[src/rtl/mschd_ctrl.sv]
// mschd_ctrl: SHA-256 message-schedule sequencer driving the mschdpath load/update strobes
module mschd_ctrl #(
  parameter int ROUNDS = 64,
  parameter int CNT_W = 16
) (
  input  logic             clk,
  input  logic             rst,
  input  logic             blk_valid,
  output logic             blk_ready,
  input  logic             hold,
  input  logic             abort,
  output logic             ld_mreg,
  output logic             upd_mreg,
  output logic             w_valid,
  output logic [5:0]       t,
  output logic             last,
  output logic             done,
  output logic [CNT_W-1:0] blk_cnt
);
  typedef enum logic {IDLE, RUN} state_t;
  state_t state, state_n;
  logic [5:0] t_n;
  logic consume, accept, fin;
  // Handshake, datapath strobes and next-state selection; abort wins over accept/consume
  always_comb begin
    w_valid = ~rst & (state == RUN);
    consume = w_valid & ~hold;
    last = w_valid & (t == 6'(ROUNDS - 1));
    fin = consume & last & ~abort;
    blk_ready = ~rst & ~abort & ((state == IDLE) | (consume & last));
    accept = blk_valid & blk_ready;
    ld_mreg = accept;
    upd_mreg = accept | (consume & ~last & ~abort);
    state_n = state;
    t_n = t;
    if (abort) begin
      state_n = IDLE;
      t_n = '0;
    end else if (accept) begin
      state_n = RUN;
      t_n = '0;
    end else if (fin) begin
      state_n = IDLE;
      t_n = '0;
    end else if (consume) begin
      t_n = t + 6'd1;
    end
  end
  // State, round index, completion pulse and block counter
  always_ff @(posedge clk) begin
    if (rst) begin
      state <= IDLE;
      t <= '0;
      done <= 1'b0;
      blk_cnt <= '0;
    end else begin
      state <= state_n;
      t <= t_n;
      done <= fin;
      blk_cnt <= blk_cnt + CNT_W'(fin);
    end
  end
endmodule

[config.mk]
export PLATFORM = sky130hd
export DESIGN_NAME = mschd_ctrl
export DESIGN_NICKNAME = d
export VERILOG_FILES = /design/src/rtl/mschd_ctrl.sv
export SDC_FILE = /design/constraint.sdc
export NUM_CORES = 1
export LEC_CHECK = 0
export ABC_AREA = 0
export BUFFER_PORTS_ARGS = -buffer_cell sky130_fd_sc_hd__buf_2
export CORE_MARGIN = 5
export CORE_UTILIZATION = 50
export CTS_CLUSTER_SIZE = 14
export DETAILED_ROUTE_END_ITERATION = 10
export GPL_TIMING_DRIVEN = 0
export PLACE_DENSITY = 0.77
export SYNTH_ARGS = -nofsm -noshare
export SYNTH_HDL_FRONTEND = slang
export SYNTH_SLANG_ARGS = --single-unit
[constraint.sdc]
create_clock -name clk -period 2.9 [get_ports clk]
set_input_delay 0.29 -clock clk [delete_from_list [all_inputs] [get_ports clk]]
set_output_delay 0.29 -clock clk [all_outputs]
set_load 0.05 [all_outputs]
### Yosys cells after proc, flatten, opt, wreduce, memory -nomap -nowiden

Index checks and enable logic that the tools add are counted.

| operators by class | value |
|---|---|
| add/sub/neg operators | 2 |
| eq/ne operators | 1 |
| mux-type cells | 2 |
| bitwise logic cells | 17 |
| reductions and logical operators | 3 |

Operator list:

| cell | number |
|---|---|
| $add 16x1->16 | 1 |
| $and 1x1->1 | 10 |
| $add 6x1->6 const B | 1 |
| $eq 6x6->1 const B | 1 |
| $not 1->1 | 5 |
| $reduce_or 4->1 | 1 |
| $mux 1 | 2 |
| $or 1x1->1 | 2 |
| $reduce_bool 2->1 | 1 |
| $reduce_or 2->1 | 1 |

| word-level totals | value |
|---|---|
| bits in registers | 24 |

### Longest topological paths before layout

| logic depth | value |
|---|---|
| depth in word-level cells | 8 |
| gate-level depth with buffers | 9 |

### Least setup slack after synthesis

No wires, ideal clock.

| path | value |
|---|---|
| path kind | flip-flop to flip-flop |
| start point | reg t[0] |
| end point | reg blk_cnt[14] |
| setup time | 123 ps |
| arrival | 2739 ps |
| path slack | 37 ps |
| stages on the path, launching flop included | 10 |
| buffers on the path | 0 |
| period minus slack after synthesis | 2863 ps |
| cell sequence | dfxtp_1 -> ha_1 -> nand4bb_1 -> or2_1 -> nor2_1 -> ha_1 -> ha_1 -> nand2_1 -> nor4_1 -> mux2_1 |

| between the ends | value |
|---|---|
| word-level cells in the longest chain between the ends | 5 |

RTL lines:

| item | line | text |
|---|---|---|
| from (decl) | 15 | `output logic [5:0] t,` |
| from (signal assigned) | 58 | `t <= t_n;` |
| $eq 6x6->1 | 28 | `last = w_valid & (t == 6'(ROUNDS - 1));` |
| $and 1x1->1 | 28 |  |
| $and 1x1->1 (2 in series) | 29 | `fin = consume & last & ~abort;` |
| net fin | 23 | `logic consume, accept, fin;` |
| $add 16x1->16 | 60 | `blk_cnt <= blk_cnt + CNT_W'(fin);` |
| to (signal assigned) | 60 |  |
| to (decl) | 18 | `output logic [CNT_W-1:0] blk_cnt` |

The timed path passes the listed nets, and every way through them passes these cells.
A chain may end at the register's enable or synchronous reset.

### Final worst setup path

Ends and elaborated chain as after synthesis.

==> run metrics <==
H-tree depth=1; routed wire length=2870 um; Die Y=58.7 um; largest area contributor in the netlist=dfxtp_1; slowest stage delay, CP=0.45 ns; I/O pin total=33; DR WL met2=1480 um; Tmin final=2.70 ns; All-Layer GR Usage=0.170; Worst EP required=3.12 ns; vias per inst=5.91; most common cell after layout, fill and taps aside=buf_2; Crit path arrival time=2.92 ns; Final Hold Viols=0; Max Clock Skew=0.00250 ns; CTS Sinks=24; Synth area leaders=dfxtp_1, a21oi_1, nor2_1; Die Area=3450 sq um; slowest stage cell, crit path=dfxtp_1; worst hold path type=input port to register; Synth Warn #=0; DR WL met3=149 um; peak supply drop=0.253 mV; total CTS buffers=3; DRT Pass-1 Iters=4; WL/cell=14.3 um; status=finished, final reports clean; fraction of layout cells with a size suffix above 1=0.254; Post-route DRC=0; PortBufs=31; Nets=183; Top Metal Used=met4; antenna viol nets, final=0; Netlist Area Pre-Place=1190 sq um; Final Cycle Share=0.931; clk buf depth=2; gr ovfl total=0; critical-path cell list=ha_2 -> nand4bb_4 -> or2_1 -> nor2_1 -> ha_1 -> ha_1 -> nand2_2 -> nor4_2 -> mux2_1; Vias=1,187; Mean Syn Cell Area=8.60 sq um; TritonCTS clock tree=built; RSZ-0062 raised after global routing=no; total leakage power=0.591 nW; violation count after the first detailed-route iteration=22; worst-path maximum fanout=8; clock latency on the worst-skew pair=0.31 ns; hold buffer count at CTS=0; Post-CTS Setup Bufs=0; Critical Path Sink Type=register; total power=548 uW; worst slew pin tran=0.440 ns; die width=58.7 um; Ant. Diodes=0; most frequent cells in the layout=buf_2, dfxtp_1, nor2_1; Setup TNS=0 ns; P per Cell Area=379 nW/um^2; most frequent CP cell=ha_1; fin. max-slew vios=0; Mapped Nets=147; gate count of the mapped netlist=138; # rows=17; Synth top area share=0.405; first-pass GRT wire length=4680 um; Area growth syn-to-layout=21.9%; Fmax achieved=370 MHz; Post-DP HPWL=2180 um; Critical Path Source Type=register; Starting Density=0.531; clk slew on worst S/H paths=0.13 ns; GP Congestion=0.822; post-synth cell types=33; # setup viols final=0; largest net degree at the start of global routing=14; Synth Register Bits=24; critical path class=register to register; sequential share of the synthesized area=0.405; vias in the first global route=1,106; Met1 Wirelength=1200 um; max_cap viols=0; CTS root buffer=clkbuf_4; area of the core=2230 sq um; initial antenna violation count=0; Max-slew headroom=0.707
worst paths after layout:
| check | from | end | slack (ns) | cells after the start |
|---|---|---|---|---|
| max | t[0] | blk_cnt[14] | 0.20 | 9 |
| min | blk_valid | state | 0.23 | 3 |
| max reg2reg | t[0] | blk_cnt[14] | 0.20 | 9 |
| min reg2reg | blk_cnt[10] | blk_cnt[10] | 0.53 | 2 |
layer usage:
| layer | up-vias | track usage |
|---|---|---|
| met3 | 8 | 0.0351 |
| met1 | 570 | 0.193 |
| met4 | 0 | 0.0615 |
| met5 | - | 0 |
| li1 | 575 | - |
| met2 | 34 | 0.311 |
where the power goes:
part	internal [mW]	total, mW	switching [mW]
clock network	0.0767	0.177	0.101
logic	0.0121	0.0397	0.0276
registers	0.331	0.331	0.000425
total	0.419	0.548	0.129
cell usage after synthesis:
library cell  count
a211oi_2          1
a21oi_1          11
a311o_1           1
a31oi_1           1
and2_1            1
and3_1            1
buf_4             1
buf_6             1
clkbuf_1          3
dfxtp_1          24
ha_1              4
inv_1             4
mux2_1            4
nand2_1           9
nand2b_1          1
nand3_1           8
nand4_1           6
nand4bb_1         1
nor2_1           14
nor2b_1           6
nor3_1            1
nor3b_1           1
nor4_1            5
o2111a_1          1
o21ai_0           5
o21ai_1           1
o31ai_1           6
or2_1             2
or3_1             5
or3b_4            1
or4_1             4
xnor2_1           1
xor2_1            3
sequential cells by signal, indices dropped and copies added, names as in the netlist:
name / flops
blk_cnt: 16
done: 1
state: 1
t: 6
worst max-delay path: cells and delay by family (launching register included):
kind / cells / cell delay, ns
multiplexers: 1 / 0.35
adder cells (fa/ha/maj): 3 / 0.69
flip-flops: 1 / 0.45
AND/OR/NAND/NOR: 5 / 1.11
layout make-up:
cell class | count | area (sq um)
multi-input cells | 105 | 694
fillers | 204 | 787
flip-flops and latches | 24 | 480
inverters | 4 | 15.0
repair buffers | 31 | 155
plain buffers | 5 | 30.0
well taps | 28 | 35.0
clock buffers | 4 | 36.3
logic make-up after synthesis:
group                    share of synthesized area
adder cells (fa/ha/maj)                     0.0422
buffers and inverters                       0.0380
AND/OR/NAND/NOR                              0.304
AO/OA/AOI/OAI                                0.143
flip-flops                                   0.405
XOR/XNOR                                    0.0295
multiplexers                                0.0380
through the flow:
stage	std cells	util	worst slack (ns)	area, sq um	hold WS (ns)
finish	201	0.648	0.200	1450	0.233
global route	201	0.648	0.0191	1450	0.237
CTS	201	0.632	0.0289	1410	0.218
detailed placement	197	0.616	0.0490	1380	0.507
global placement	197	0.616	0.163	1380	0.471
floorplan	138	-	0.0372	1190	0.416
what timing repair did:
item,CTS,global route
endpoints found under the hold margin,0,0
gates resized for setup,0,5
endpoints found under the setup margin,0,5
Power figures use the tool's default switching activity.
